## config.mk

```make
export PLATFORM = sky130hd
export DESIGN_NAME = counter_sequencer
export DESIGN_NICKNAME = d
export VERILOG_FILES = /design/src/rtl/counter_ctrl_pkg.sv /design/src/rtl/counter_sequencer_rr_arbiter.sv /design/src/rtl/counter_sequencer.sv
export SDC_FILE = /design/constraint.sdc
export NUM_CORES = 1
export LEC_CHECK = 0
export CORE_ASPECT_RATIO = 2
export CORE_MARGIN = 2
export CORE_UTILIZATION = 55
export DETAILED_ROUTE_END_ITERATION = 10
export GPL_ROUTABILITY_DRIVEN = 0
export PLACE_DENSITY = 0.91
export SETUP_SLACK_MARGIN = 0.1
export SYNTH_ARGS = -nofsm -noshare
export SYNTH_HDL_FRONTEND = slang
export SYNTH_SLANG_ARGS = --single-unit
export TNS_END_PERCENT = 30
```

## constraint.sdc

```tcl
create_clock -name clk -period 10.3 [get_ports clk]
set_input_delay 2.575 -clock clk [delete_from_list [all_inputs] [get_ports clk]]
set_output_delay 2.575 -clock clk [all_outputs]
set_load 0.03 [all_outputs]
```

## src/rtl/counter_ctrl_pkg.sv

```systemverilog
// ---------------------------------------------------------------------------
// counter_ctrl_pkg
// Shared types for the counter command sequencer.
//   CNT_WIDTH : default counter width (data/count width of the 12-bit counter)
//   op_e      : command opcodes carried on req_op
//   state_e   : sequencer FSM states
// ---------------------------------------------------------------------------
package counter_ctrl_pkg;

    localparam int CNT_WIDTH = 12;

    typedef enum logic [1:0] {
        OP_LOAD = 2'b00,
        OP_UP   = 2'b01,
        OP_DOWN = 2'b10,
        OP_SEEK = 2'b11
    } op_e;

    typedef enum logic [2:0] {
        ST_IDLE,
        ST_LOAD,
        ST_STEP,
        ST_SEEK,
        ST_DONE
    } state_e;

endpackage

```

## src/rtl/counter_sequencer_rr_arbiter.sv

```systemverilog
// ---------------------------------------------------------------------------
// rr_arbiter
// NREQ-wide round-robin arbiter. The search starts at the pointer and wraps;
// the first requester found is granted. When a grant is given while enabled
// it is accepted in the same cycle, and the pointer moves to the requester
// just after the winner.
// Ports:
//   clk, reset_n : clock, asynchronous active-low reset (pointer -> 0)
//   i_enable     : arbitration allowed this cycle (sequencer idle)
//   i_req        : per-requester valid
//   o_grant      : one-hot grant (all zero when disabled or no request)
//   o_grant_id   : index of the granted requester
//   o_any        : a grant is being given this cycle
// ---------------------------------------------------------------------------
module rr_arbiter #(
    parameter int NREQ = 2,
    localparam int IDW = $clog2(NREQ)
) (
    input  logic            clk,
    input  logic            reset_n,
    input  logic            i_enable,
    input  logic [NREQ-1:0] i_req,
    output logic [NREQ-1:0] o_grant,
    output logic [IDW-1:0]  o_grant_id,
    output logic            o_any
);

    logic [IDW-1:0]  r_ptr;
    logic [NREQ-1:0] w_grant;
    logic [IDW-1:0]  w_grant_id;
    logic            w_found;

    function automatic int wrap_idx(input int base, input int off);
        return (base + off) % NREQ;
    endfunction

    always_comb begin
        // NOTE: every output of this block gets a default before any branch,
        // so no path leaves a value unassigned and no latch is inferred.
        w_grant    = '0;
        w_grant_id = '0;
        w_found    = 1'b0;
        for (int off = 0; off < NREQ; off++) begin
            if (!w_found && i_req[wrap_idx(int'(r_ptr), off)]) begin
                w_found    = 1'b1;
                w_grant[wrap_idx(int'(r_ptr), off)] = 1'b1;
                w_grant_id = IDW'(wrap_idx(int'(r_ptr), off));
            end
        end
        if (!i_enable) begin
            w_grant = '0;
            w_found = 1'b0;
        end
    end

    // NOTE: sequential state uses non-blocking assignments so every register
    // samples pre-edge values, independent of process ordering.
    always_ff @(posedge clk or negedge reset_n) begin
        if (!reset_n) begin
            r_ptr <= '0;
        end else if (w_found) begin
            r_ptr <= (w_grant_id == IDW'(NREQ - 1)) ? '0 : w_grant_id + 1'b1;
        end
    end

    assign o_grant    = w_grant;
    assign o_grant_id = w_grant_id;
    assign o_any      = w_found;

endmodule

```

## src/rtl/counter_sequencer.sv

```systemverilog
// ---------------------------------------------------------------------------
// counter_sequencer
// Owns the control pins of an up/down counter with parallel load. Accepts
// LOAD / UP / DOWN / SEEK commands from NREQ requesters (round-robin) and
// executes one at a time, then pulses done with the final count.
// Ports:
//   clk, reset_n          : clock, asynchronous active-low reset
//   req_valid/req_ready   : per-requester handshake (ready is combinational)
//   req_op, req_arg       : per-requester opcode and argument, packed by index
//   cnt_enable/cnt_load/cnt_up_down/cnt_data : registered counter controls
//   cnt_count             : current counter value
//   busy                  : command in flight (cycle after accept .. DONE)
//   done, done_id         : one-cycle completion pulse and requester id
//   result                : count sampled in the DONE cycle, held
// All outputs except req_ready are registered: the control values for the
// next cycle are computed from the next state and loaded at the clock edge.
// ---------------------------------------------------------------------------
module counter_sequencer
    import counter_ctrl_pkg::*;
#(
    parameter int WIDTH = CNT_WIDTH,
    parameter int NREQ  = 2,
    localparam int IDW  = $clog2(NREQ)
) (
    input  logic                  clk,
    input  logic                  reset_n,
    input  logic [NREQ-1:0]       req_valid,
    output logic [NREQ-1:0]       req_ready,
    input  logic [2*NREQ-1:0]     req_op,
    input  logic [WIDTH*NREQ-1:0] req_arg,
    output logic                  cnt_enable,
    output logic                  cnt_load,
    output logic                  cnt_up_down,
    output logic [WIDTH-1:0]      cnt_data,
    input  logic [WIDTH-1:0]      cnt_count,
    output logic                  busy,
    output logic                  done,
    output logic [IDW-1:0]        done_id,
    output logic [WIDTH-1:0]      result
);

    state_e           r_state;
    logic [WIDTH-1:0] r_arg;
    logic [IDW-1:0]   r_id;
    logic [WIDTH-1:0] r_remaining;
    logic             r_cnt_enable;
    logic             r_cnt_load;
    logic             r_cnt_up_down;
    logic [WIDTH-1:0] r_cnt_data;
    logic             r_busy;
    logic             r_done;
    logic [IDW-1:0]   r_done_id;
    logic [WIDTH-1:0] r_result;

    logic [NREQ-1:0]  w_grant;
    logic [IDW-1:0]   w_grant_id;
    logic             w_accept;
    op_e              w_acc_op;
    logic [WIDTH-1:0] w_acc_arg;
    logic [IDW-1:0]   w_cur_id;
    logic [WIDTH-1:0] w_seek_next;

    state_e           w_next_state;
    logic             w_nx_enable;
    logic             w_nx_load;
    logic             w_nx_up_down;
    logic [WIDTH-1:0] w_nx_data;
    logic [WIDTH-1:0] w_nx_remaining;

    rr_arbiter #(
        .NREQ(NREQ)
    ) u_arbiter (
        .clk       (clk),
        .reset_n   (reset_n),
        .i_enable  (r_state == ST_IDLE),
        .i_req     (req_valid),
        .o_grant   (w_grant),
        .o_grant_id(w_grant_id),
        .o_any     (w_accept)
    );

    assign req_ready = w_grant;
    assign w_acc_op  = op_e'(req_op[2*int'(w_grant_id) +: 2]);
    assign w_acc_arg = req_arg[WIDTH*int'(w_grant_id) +: WIDTH];

    // A command may complete straight from IDLE (zero steps / already at
    // target), before r_id has been written, so take the live grant id there.
    assign w_cur_id = (r_state == ST_IDLE) ? w_grant_id : r_id;

    // Enable is always high while seeking, so the count seen next cycle is
    // one step further. Deciding on that value lets the registered enable
    // drop exactly when the counter lands on the target.
    assign w_seek_next = r_cnt_up_down ? cnt_count + WIDTH'(1) : cnt_count - WIDTH'(1);

    always_comb begin
        w_next_state   = r_state;
        w_nx_enable    = 1'b0;
        w_nx_load      = 1'b0;
        w_nx_up_down   = r_cnt_up_down;
        w_nx_data      = r_cnt_data;
        w_nx_remaining = r_remaining;
        case (r_state)
            ST_IDLE: begin
                if (w_accept) begin
                    case (w_acc_op)
                        OP_LOAD: begin
                            w_next_state = ST_LOAD;
                            w_nx_enable  = 1'b1;
                            w_nx_load    = 1'b1;
                            w_nx_data    = w_acc_arg;
                        end
                        OP_UP, OP_DOWN: begin
                            if (w_acc_arg == '0) begin
                                w_next_state = ST_DONE;
                            end else begin
                                w_next_state   = ST_STEP;
                                w_nx_enable    = 1'b1;
                                w_nx_up_down   = (w_acc_op == OP_UP);
                                w_nx_remaining = w_acc_arg;
                            end
                        end
                        OP_SEEK: begin
                            if (cnt_count == w_acc_arg) begin
                                w_next_state = ST_DONE;
                            end else begin
                                w_next_state = ST_SEEK;
                                w_nx_enable  = 1'b1;
                                w_nx_up_down = (w_acc_arg > cnt_count);
                            end
                        end
                        default: w_next_state = ST_IDLE;
                    endcase
                end
            end
            ST_LOAD: w_next_state = ST_DONE;
            ST_STEP: begin
                // remaining counts the enable cycles still including this one
                if (r_remaining == WIDTH'(1)) begin
                    w_next_state = ST_DONE;
                end else begin
                    w_nx_enable    = 1'b1;
                    w_nx_remaining = r_remaining - WIDTH'(1);
                end
            end
            ST_SEEK: begin
                if (w_seek_next == r_arg) begin
                    w_next_state = ST_DONE;
                end else begin
                    w_nx_enable  = 1'b1;
                    w_nx_up_down = (r_arg > w_seek_next);
                end
            end
            ST_DONE: w_next_state = ST_IDLE;
            default: w_next_state = ST_IDLE;
        endcase
    end

    always_ff @(posedge clk or negedge reset_n) begin
        if (!reset_n) begin
            r_state       <= ST_IDLE;
            r_arg         <= '0;
            r_id          <= '0;
            r_remaining   <= '0;
            r_cnt_enable  <= 1'b0;
            r_cnt_load    <= 1'b0;
            r_cnt_up_down <= 1'b0;
            r_cnt_data    <= '0;
            r_busy        <= 1'b0;
            r_done        <= 1'b0;
            r_done_id     <= '0;
            r_result      <= '0;
        end else begin
            r_state       <= w_next_state;
            r_remaining   <= w_nx_remaining;
            r_cnt_enable  <= w_nx_enable;
            r_cnt_load    <= w_nx_load;
            r_cnt_up_down <= w_nx_up_down;
            r_cnt_data    <= w_nx_data;
            r_busy        <= (w_next_state != ST_IDLE);
            r_done        <= (w_next_state == ST_DONE);
            if (w_accept) begin
                r_arg <= w_acc_arg;
                r_id  <= w_grant_id;
            end
            if (w_next_state == ST_DONE) begin
                r_done_id <= w_cur_id;
            end
            if (r_state == ST_DONE) begin
                r_result <= cnt_count;
            end
        end
    end

    assign cnt_enable  = r_cnt_enable;
    assign cnt_load    = r_cnt_load;
    assign cnt_up_down = r_cnt_up_down;
    assign cnt_data    = r_cnt_data;
    assign busy        = r_busy;
    assign done        = r_done;
    assign done_id     = r_done_id;
    assign result      = r_result;

endmodule

```

# Word-level counts from Yosys, hierarchy flattened
# Index checks and enable logic that the tools add are counted.
[op_classes]
multipliers = 1
n_reduce_logical = 14
muxes = 48
eq_ne = 19
magnitude_cmp = 6
bitwise_logic = 2
n_addsub = 5
shift = 2
[ops]
columns = ["cell", "n"]
rows = [
  ["$mux W12", 5],
  ["$mux W1", 26],
  ["$eq A12 B12 Y1", 2],
  ["$gt A12 B12 Y1", 2],
  ["$pmux W12 S2", 1],
  ["$shiftx A24 B6 Y12", 1],
  ["$sub A12 B1 Y12 const B", 2],
  ["$mux W3", 5],
  ["$add A12 B1 Y12 const B", 1],
  ["$eq A12 B1 Y1 const B", 1],
  ["$logic_not A12 Y1", 1],
  ["$pmux W3 S4", 1],
  ["$ne A2 B2 Y1 const B", 5],
  ["$ne A3 B3 Y1 const B", 3],
  ["$pmux W3 S3", 1],
  ["$eq A3 B2 Y1 const B", 2],
  ["$eq A3 B3 Y1 const B", 2],
  ["$mux W2", 3],
  ["$pmux W1 S3", 2],
  ["$reduce_and A6 Y1", 1],
  ["$reduce_and A5 Y1", 1],
  ["$eq A2 B2 Y1 const B", 2],
  ["$pmux W1 S2", 2],
  ["$reduce_bool A2 Y1", 2],
  ["other kinds (19)", 23],
]
[totals]
wordCells = 110
reg_bits = 59
in_bits = 44

# Longest topological paths before layout
# Gate-level depths: netlist (run 1).
[depth]
ltp_word = 15
mapped_depth = 15
depth_no_buf = 15

# Cells and area by module
# From an unflattened synthesis (run 1), not the netlist that was laid out.
[unflattened]
cells_unflattened = 441
area_unflattened_um2 = 4087.7
[modules_own_cells]
columns = ["module", "cells_per_inst", "instances", "area_each_um2"]
rows = [
  ["counter_sequencer", 432, 1, 4016.4],
  ["rr_arbiter", 9, 1, 71.3],
]

# Worst setup path after synthesis (run 1)
# OpenSTA, ideal clock, no wires.
[synth_path]
path_type = "input port to flip-flop"
from = "input cnt_count[0]"
to = "register r_done_id, in the netlist done_id"
cell_stages = 14
setup_time_ns = 0.125
setup_slack_ns = 4.338
required_ns = 10.175
n_path_buf = 0
t_arrival_ns = 5.836
cell_sequence = "fa_1 > a21o_1 > a21oi_1 > o21ai_0 > or4_1 > a2111oi_0 > nor3_1 > ha_1 > and4_1 > nand3_1 > a311oi_1 > a221o_1 > nor3b_2 > mux2_4"
[synth_between]
elab_chain_cells = 6
elab_cells_between_ends = 11
classes_between = "add/sub (2); eq/ne (3); mux (6)"
[synth_rtl]
columns = ["item", "line", "rtl"]
rows = [
  ["start, declared", "counter_sequencer.sv:35", "input logic [WIDTH-1:0] cnt_count,"],
  ["$sub A12 B1 Y12, or another cell as far along", "counter_sequencer.sv:93", "assign w_seek_next = r_cnt_up_down ? cnt_count + WIDTH'(1) : cnt_count - WIDTH'(1);"],
  ["$mux W12 or $mux W3 (tied branches)", "counter_sequencer.sv:93, counter_sequencer.sv:123", ""],
  ["$eq A12 B12 Y1 or $pmux W3 S3 (tied branches)", "counter_sequencer.sv:146, counter_sequencer.sv:105", ""],
  ["$mux W3, on equally long branches", "counter_sequencer.sv:146, counter_sequencer.sv:104", ""],
  ["$pmux W3 S4 *", "counter_sequencer.sv:102", "case (r_state)"],
  ["named net w_next_state[2]", "counter_sequencer.sv:63", "state_e w_next_state;"],
  ["$eq A3 B3 Y1 *", "counter_sequencer.sv:185", "if (w_next_state == ST_DONE) begin"],
  ["end signal, assigned", "counter_sequencer.sv:186", "r_done_id <= w_cur_id;"],
  ["end, declared", "counter_sequencer.sv:52", "logic [IDW-1:0] r_done_id;"],
]
# The timed path passes the listed nets; every way through them passes the cells marked *.
# A chain may end at the register's enable or synchronous reset.

# Final worst setup path (run 1)
[layout_path]
from = "input req_valid[0]"
to = "output req_ready[1]"
[layout_between]
elab_chain_cells = 7
elab_cells_between_ends = 12
classes_between = "mux (9); bitwise (1); reduce/logical (2)"
[layout_rtl]
columns = ["item", "line", "rtl"]
rows = [
  ["start, declared", "counter_sequencer.sv:27", "input logic [NREQ-1:0] req_valid,"],
  ["$mux W1 (not written as such) (2 in series)", "counter_sequencer_rr_arbiter.sv:44", "if (!w_found && i_req[wrap_idx(int'(r_ptr), off)]) begin"],
  ["$mux W1", "counter_sequencer_rr_arbiter.sv:44", ""],
  ["$logic_not A1 Y1", "counter_sequencer_rr_arbiter.sv:44", ""],
  ["$logic_and A1 B1 Y1", "counter_sequencer_rr_arbiter.sv:44", ""],
  ["$mux W2 *", "counter_sequencer_rr_arbiter.sv:44", ""],
  ["$mux W2 *", "counter_sequencer_rr_arbiter.sv:50", "if (!i_enable) begin"],
  ["end, declared", "counter_sequencer.sv:28", "output logic [NREQ-1:0] req_ready,"],
]
# Mark *: on every way between the ends. The rest lies on a longest branch, timed or not. The select of a mux whose other input is x is not followed.

==> results.tsv, run 1 <==
stage	metric	value	unit
status	run status	complete, no violations	
die	initial cell density of the core	55.94	%
detailed_routing	number of vias after detailed routing	3685	
yosys	cell types with the highest counts after synthesis	sky130_fd_sc_hd__dfrtp_1 (59), sky130_fd_sc_hd__o21ai_0 (43), sky130_fd_sc_hd__nand2_1 (42)	
detailed_routing	DR WL/cell	18.08	um
yosys	synthesis warning total	0	
finish	layout cell share with drive strength beyond 1	8.415	%
setup_path	Top cell by count, worst path	sky130_fd_sc_hd__clkdlybuf4s50_1	
power	IR Drop Worst-Case VDD	219.0	uV
cts	CTS clk-pin slew, worst paths	0.05	ns
power	sequential fraction of design power	26.1	%
job	total of max-cap violations	0	
finish	area grow syn2layout	28.69	%
global_route	largest net degree at the start of global routing	60	
timing	worst slew margin relative to its limit	37.44	%
finish	fill count	522	
setup_path	Crit Path Category	input pin to output pin	
setup_path	critical path, cell by cell	clkdlybuf4s50_1, inv_2, o21ai_4, nor2b_1, clkdlybuf4s50_1	
finish	number of nets in the layout	591	
global_route	via count of the first global-routing pass	3658	
timing	Final Hold Violating Endpoints	0	
setup_path	sort of element at the start of the critical path	input pin	
cts	total clock buffers created by CTS	9	
detailed_routing	post-route antenna net violation count	0	
setup_path	data required time at the worst endpoint	7.73	ns
yosys	most used flip-flop cell after synthesis	sky130_fd_sc_hd__dfrtp_1	
cts	post_cts resized	0	
timing	# setup viols final	0	
timing	period utilisation layout	68.50	%
setup_path	top fanout value on the critical path	16	
detailed_routing	post-DR vias/cell	6.111	
detailed_routing	drt first pass iters	5	
finish	number of antenna diodes	0	
die	Chip Height	124.7	um
power	part of the power in the clock network	18.6	%
cts	clock tree root driver cell	sky130_fd_sc_hd__clkbuf_16	
yosys	average cell area after synthesis	9.355	um^2
cts	clk_lat worst skew	0.33	ns
die	die footprint	8019	um^2
yosys	total standard cell area after synthesis	4004	um^2
die	horizontal extent of the die	64.33	um
global_route	GRT Util Overall	28.84	%
timing	final critical delay including setup and external delays	7.056	ns
die	FP Rows	44	
detailed_routing	initial DRC count	317	
setup_path	Critical Path End Type	output pin	
setup_path	Crit path largest cell delay	0.64	ns
timing	achievable frequency	141.7	MHz
yosys	Net Count, Synth	513	
cts	number of setup buffers added after CTS	0	
yosys	Area contributors post-synth	sky130_fd_sc_hd__dfrtp_1 (37%), sky130_fd_sc_hd__ha_1 (13%), sky130_fd_sc_hd__o21ai_0 (5.4%)	
power	sw frac	43.58	%
global_route	wire length of the first global-routing pass	17970	um
cts	cts-stage hold buffer count	0	
yosys	Yosys top cell area share	36.88	%
power	leakage power figure	2.364	nW
yosys	Post-synth EDFFs	0	
cts	clk buf depth	2	
power	Power Internal	0.9493	mW
cts	H-Tree Level Count	3	
power	Combinational Power Share	55.4	%
yosys	most common cell in the synthesized netlist	sky130_fd_sc_hd__dfrtp_1	
detailed_routing	routed wire length	10900	um
finish	core occupancy in the finished layout	71.99	%
timing	Final Skew	0.006738	ns
yosys	post-synthesis cell count	428	
timing	Worst Tran Pin Value	0.9343	ns
power	Final Total Pwr	1.682	mW
power	NetSw	0.7332	mW
cts	TritonCTS clock tree	built	
yosys	largest area contributor in the synthesized netlist	sky130_fd_sc_hd__dfrtp_1	
global_route	residual overflow from global routing	0	
placement	detailed placement HPWL	7822	um
yosys	number of synthesized register bits	59	
die	number of I/O pins	76	
timing	final max-slew violation count	0	
timing	total negative setup slack	0	ns
cts	Num Clock Sinks	59	
timing	unrepaired setup endpoints after global routing	no	
placement	buffers added on ports	75	
yosys	post-synthesis sequential area ratio	36.88	%
setup_path	arrival time at the worst endpoint	4.48	ns
die	total core area	7157	um^2
worst_hold_path	class of the tightest hold or removal check	flip-flop to flip-flop	
setup_path	slowest stage cell on the critical path	sky130_fd_sc_hd__clkdlybuf4s50_1	
detailed_routing	remaining design rule violation count	0	
yosys	async set or reset register ratio after synthesis	100.0	%
power	Power Density	326.5	nW/um^2
yosys	count of different cell masters after synthesis	61	
global_route	antenna violations before repair	0	
## layout make-up
type	instances	area (um^2)	share of cell area (%)
Clock buffer	11	232.7	4.517
Clock inverter	5	77.57	1.506
Inverter	38	142.6	2.768
Multi-Input combinational cell	320	2340	45.41
Sequential cell	59	1476	28.65
Tap cell	92	115.1	2.234
Timing Repair Buffer	78	768.2	14.91
## power groups by stage
| stage | Clock, mW | Sequential (mW) | Combinational, mW |
|---|---|---|---|
| 2_1_floorplan | 0 | 0.525 | 0.533 |
| 3_3_place_gp | 0 | 0.433 | 0.881 |
| 3_5_place_dp | 0 | 0.437 | 0.915 |
| 4_1_cts | 0.317 | 0.438 | 0.925 |
| 5_1_grt | 0.327 | 0.450 | 1.01 |
| 6_report | 0.313 | 0.438 | 0.932 |
## cell usage in the layout, fill, tap and decap left out, drive strengths merged, types with 5 or more instances in the layout
cell type / n
nor4: 11
o21ai: 46
mux2i: 17
and4: 7
a21o: 7
inv: 38
or3: 5
mux2: 13
ha: 40
nand2: 42
a211oi: 6
nor2: 20
xor2: 8
nand3: 7
dfrtp: 59
clkbuf: 11
nor3: 10
a21oi: 21
clkdlybuf4s50: 74
## registers in the layout, summed over array words and instances, names as in the netlist
signal,flops
r_id,1
r_arg,12
result,12
cnt_data,12
r_state,3
r_remaining,12
cnt_up_down,1
cnt_enable,1
done,1
u_arbiter.r_ptr,1
done_id,1
busy,1
cnt_load,1
## per-layer routing
layer / share of wire (%) / GRT usage (%) / routed length (um) / up-vias
met3: 6.9 / 5.420 / 751 / 40
met5: 0 / 0 / 0 / -
met1: 39 / 35.08 / 4257 / 1734
met4: 4.1 / 14.14 / 442 / 0
met2: 50 / 48.04 / 5448 / 190
li1: - / - / - / 1721
## path summary, 6_finish.rpt
kind                       slack, ns               startpoint                          to  cells after the start
max                             3.24             req_valid[0]                req_ready[1]                      5
min                             0.48  cnt_data[5]$_DFFE_PN0P_     cnt_data[5]$_DFFE_PN0P_                      2
max reg2reg                     5.57  cnt_up_down$_DFFE_PN0P_         done_id$_DFFE_PN0N_                     15
min reg2reg                     0.48  cnt_data[5]$_DFFE_PN0P_     cnt_data[5]$_DFFE_PN0P_                      2
max in group asynchronous       7.40                  reset_n  r_remaining[8]$_DFFE_PN0P_                      2
min in group asynchronous       2.38                  reset_n        r_arg[8]$_DFFE_PN0P_                      2
## critical path, delay by kind of cell
family	cells	cell delay, ns
AO/OA/AOI/OAI	1	0.52
buffers and inverters	3	1.26
AND/OR/NAND/NOR	1	0.12
## stage by stage
step,setup WS (ns),instances,instance area (um^2),hold WS [ns]
after CTS,3.248,603,5152,0.4819
after floorplan,4.338,428,4004,0.4498
after global routing,3.145,603,5152,0.5014
final,3.244,603,5152,0.4798
after detailed placement,3.250,587,4842,0.4709
after global placement,3.280,587,4842,0.4607
## kinds of logic after synthesis
family	Yosys count	synth area share [%]
adder cells (fa/ha/maj)	41	13.00
XOR/XNOR	10	2.188
AND/OR/NAND/NOR	128	17.34
buffers and inverters	49	4.687
multiplexers	30	8.093
AO/OA/AOI/OAI	111	17.81
flip-flops	59	36.88
Note: power is estimated with default switching activity, not from simulation.
==> inputs of run 2 (changes only) <==
--- a/config.mk
+++ b/config.mk
@@ -7,10 +7,10 @@
 export LEC_CHECK = 0
 export CORE_ASPECT_RATIO = 2
 export CORE_MARGIN = 2
-export CORE_UTILIZATION = 55
+export CORE_UTILIZATION = 48
 export DETAILED_ROUTE_END_ITERATION = 10
 export GPL_ROUTABILITY_DRIVEN = 0
-export PLACE_DENSITY = 0.91
+export PLACE_DENSITY = 0.85
 export SETUP_SLACK_MARGIN = 0.1
 export SYNTH_ARGS = -nofsm -noshare
 export SYNTH_HDL_FRONTEND = slang
==> constraint.sdc (replaced) <==
create_clock -name clk -period 6.2 [get_ports clk]
set_input_delay 1.55 -clock clk [delete_from_list [all_inputs] [get_ports clk]]
set_output_delay 1.55 -clock clk [all_outputs]
set_load 0.03 [all_outputs]
==> run 2 against run 1 <==
  * Via count up 0.65%
  * Largest power group unchanged
  * Largest cell class unchanged
  * Sequential share of layout area shrank 0.076 points
  * Clock skew down 0.0010 ns
==> results.tsv, run 2 (synthesis gave the netlist of run 1 again) <==
stage	metric	value	unit	change
status	run status	complete, no violations		
finish	final standard cell area without fillers	5166	um^2	+0.27%
detailed_routing	DR WL/cell	18.62	um	+3.0%
die	initial cell density of the core	48.98	%	-7.0 points
setup_path	arrival time at the worst endpoint	5.85	ns	+1.37 ns
timing	Final Hold Violating Endpoints	0		unchanged
finish	fill count	679		+30%
timing	unrepaired setup endpoints after global routing	no		
detailed_routing	drt first pass iters	4		-1
worst_hold_path	class of the tightest hold or removal check	flip-flop to flip-flop		
finish	number of antenna diodes	0		unchanged
cts	H-Tree Level Count	3		unchanged
worst_hold_path	startpoint of the lowest-slack hold path	cnt_data[4]$_DFFE_PN0P_		
power	NetSw	1.270	mW	+73%
setup_path	sort of element at the start of the critical path	input pin		
power	part of the power in the clock network	17.2	%	-1.4 points
setup_path	critical path, cell by cell	clkdlybuf4s50_1, fa_1, a21o_1, a21oi_1, o21ai_0, or4_1, a2111oi_0, nor3_1, ha_1, and4_1, nand3_1, a311oi_1, a221o_1, nor3b_2, mux2_4		
setup_path	worst path buffer plus inverter count	1		-2
detailed_routing	post-DR vias/cell	6.051		-0.99%
setup_path	slowest stage cell on the critical path	sky130_fd_sc_hd__clkdlybuf4s50_1		
timing	final max-slew violation count	0		unchanged
detailed_routing	number of vias after detailed routing	3709		+0.65%
timing	period utilisation layout	90.89	%	
timing	total negative setup slack	0	ns	unchanged
power	Combinational Power Share	56.1	%	+0.7 points
global_route	GRT Util Overall	28.00	%	-0.84 points
global_route	via count of the first global-routing pass	3882		+6.1%
timing	worst slew margin relative to its limit	27.67	%	-9.8 points
setup_path	slack of the worst reg-to-reg path	1.57	ns	-4.00 ns
finish	area grow syn2layout	29.03	%	
cts	post_cts resized	0		unchanged
die	total core area	8174	um^2	+14%
power	IR Drop Worst-Case VDD	231.5	uV	+5.7%
die	Chip Height	133.2	um	+6.8%
cts	clock tree root driver cell	sky130_fd_sc_hd__clkbuf_16		
placement	post-placement cell area	4880	um^2	+0.78%
timing	min setup slack post-route	0.5648	ns	-2.679 ns
power	sw frac	45.70	%	+2.1 points
finish	layout cell share with drive strength beyond 1	9.515	%	+1.1 points
setup_path	Worst R2R End	done_id$_DFFE_PN0N_		
die	number of I/O pins	76		unchanged
power	leakage power figure	2.369	nW	+0.18%
timing	achievable frequency	177.5	MHz	
worst_hold_path	end of the worst hold path	cnt_data[4]$_DFFE_PN0P_		
finish	number of nets in the layout	595		+0.68%
detailed_routing	post-route antenna net violation count	0		unchanged
global_route	largest net degree at the start of global routing	60		unchanged
cts	clk_lat worst skew	0.34	ns	about the same
cts	clk buf depth	2		unchanged
detailed_routing	routed wire length	11420	um	+4.7%
setup_path	Crit path largest cell delay	0.52	ns	-0.12 ns
timing	# setup viols final	0		unchanged
global_route	residual overflow from global routing	0		unchanged
setup_path	data required time at the worst endpoint	6.42	ns	-1.31 ns
cts	cts-stage hold buffer count	0		unchanged
setup_path	top fanout value on the critical path	6		-10
setup_path	Critical R2R Launch	cnt_up_down$_DFFE_PN0P_		
detailed_routing	remaining design rule violation count	0		unchanged
power	Power Internal	1.509	mW	+59%
die	horizontal extent of the die	68.58	um	+6.6%
setup_path	Critical Path End Type	flip-flop		
global_route	wire length of the first global-routing pass	18870	um	+5.0%
global_route	antenna violations before repair	0		unchanged
finish	most common cell after layout, fill and taps aside	sky130_fd_sc_hd__clkdlybuf4s50_1		
cts	TritonCTS clock tree	built		
die	die footprint	9132	um^2	+14%
placement	detailed placement HPWL	8833	um	+13%
timing	final critical delay including setup and external delays	5.635	ns	
placement	worst-case setup slack after placement	0.3253	ns	-2.925 ns
power	sequential fraction of design power	26.7	%	+0.6 points
cts	CTS clk-pin slew, worst paths	0.06	ns	about the same
job	total of max-cap violations	0		unchanged
detailed_routing	initial DRC count	238		-25%
cts	Num Clock Sinks	59		unchanged
setup_path	Crit Path Category	input pin to flip-flop		
timing	Worst Tran Pin Value	1.080	ns	+0.1459 ns
worst_hold_path	Min-Delay Path Depth	2		unchanged
cts	total clock buffers created by CTS	9		unchanged
setup_path	kind of cell adding the most delay to the critical path	compound AO/OA/AOI/OAI gates		
setup_path	Reg2Reg Depth	15		unchanged
finish	most frequent cells in the layout	sky130_fd_sc_hd__clkdlybuf4s50_1 (74), sky130_fd_sc_hd__dfrtp_1 (59), sky130_fd_sc_hd__o21ai_0 (43)		
cts	number of setup buffers added after CTS	0		unchanged
placement	buffers added on ports	75		unchanged
die	FP Rows	47		+6.8%
timing	Final Skew	0.005706	ns	-0.001033 ns
power	Power Density	537.9	nW/um^2	+65%
run 2: worst reg2reg max path, stage by stage, from the launching register on:
cell and delay [ns]:
sky130_fd_sc_hd__dfrtp_1 0.44, sky130_fd_sc_hd__inv_1 0.25, sky130_fd_sc_hd__fa_1 0.53, sky130_fd_sc_hd__a21o_1 0.20, sky130_fd_sc_hd__a21oi_1 0.23, sky130_fd_sc_hd__o21ai_0 0.18
sky130_fd_sc_hd__or4_1 0.49, sky130_fd_sc_hd__a2111oi_0 0.39, sky130_fd_sc_hd__nor3_1 0.10, sky130_fd_sc_hd__ha_1 0.30, sky130_fd_sc_hd__and4_1 0.27, sky130_fd_sc_hd__nand3_1 0.10
sky130_fd_sc_hd__a311oi_1 0.30, sky130_fd_sc_hd__a221o_1 0.19, sky130_fd_sc_hd__nor3b_2 0.23, sky130_fd_sc_hd__mux2_4 0.32
run 2: how the worst max path moves through the flow:
stage | from | endpoint | slack [ns] | cells after the start
global placement | cnt_count[0] | done_id$_DFFE_PN0N_ | 0.43 | 15
finish | cnt_count[0] | done_id$_DFFE_PN0N_ | 0.56 | 15
detailed placement | cnt_count[0] | done_id$_DFFE_PN0N_ | 0.33 | 15
global route | cnt_count[0] | done_id$_DFFE_PN0N_ | 0.22 | 15
floorplan | cnt_count[0] | done_id$_DFFE_PN0N_ | 1.26 | 14
CTS | cnt_count[0] | done_id$_DFFE_PN0N_ | 0.61 | 15
run 2: metal layers:
metal / part of all wire [%] / up-vias / track usage [%] / wire, um
met4: 7.8 / 0 / 21.89 / 894
met2: 53 / 181 / 45.99 / 6036
met3: 5.8 / 58 / 7.010 / 660
met5: 0 / - / 0 / 0
met1: 34 / 1738 / 28.64 / 3826
li1: - / 1732 / - / -
run 2: area by class of cell:
type / count / area, um^2 / area share, %
multi-input combinational: 320 / 2340 / 45.29
sequential: 59 / 1476 / 28.58
timing repair buffer: 82 / 798.3 / 15.45
clock buffer: 9 / 225.2 / 4.359
inverter: 38 / 142.6 / 2.761
tap: 98 / 122.6 / 2.373
clock inverter: 7 / 61.31 / 1.187
run 2: power groups by stage:
stage	logic (mW)	registers, mW	clock network, mW
after floorplan	0.885	0.873	0
after global placement	1.46	0.732	0
after detailed placement	1.53	0.741	0
after CTS	1.55	0.737	0.486
after global routing	1.73	0.763	0.507
final	1.56	0.742	0.479
run 2: per-stage QoR:
| stage | hold WS [ns] | util, % | total power [mW] | instances |
|---|---|---|---|---|
| floorplan | 0.4498 | - | 1.758 | 428 |
| finish | 0.4833 | 63.20 | 2.779 | 613 |
| global placement | 0.4692 | 59.70 | 2.195 | 597 |
| detailed placement | 0.4752 | 59.70 | 2.274 | 597 |
| global route | 0.5107 | 63.20 | 2.998 | 613 |
| CTS | 0.4884 | 63.20 | 2.776 | 613 |
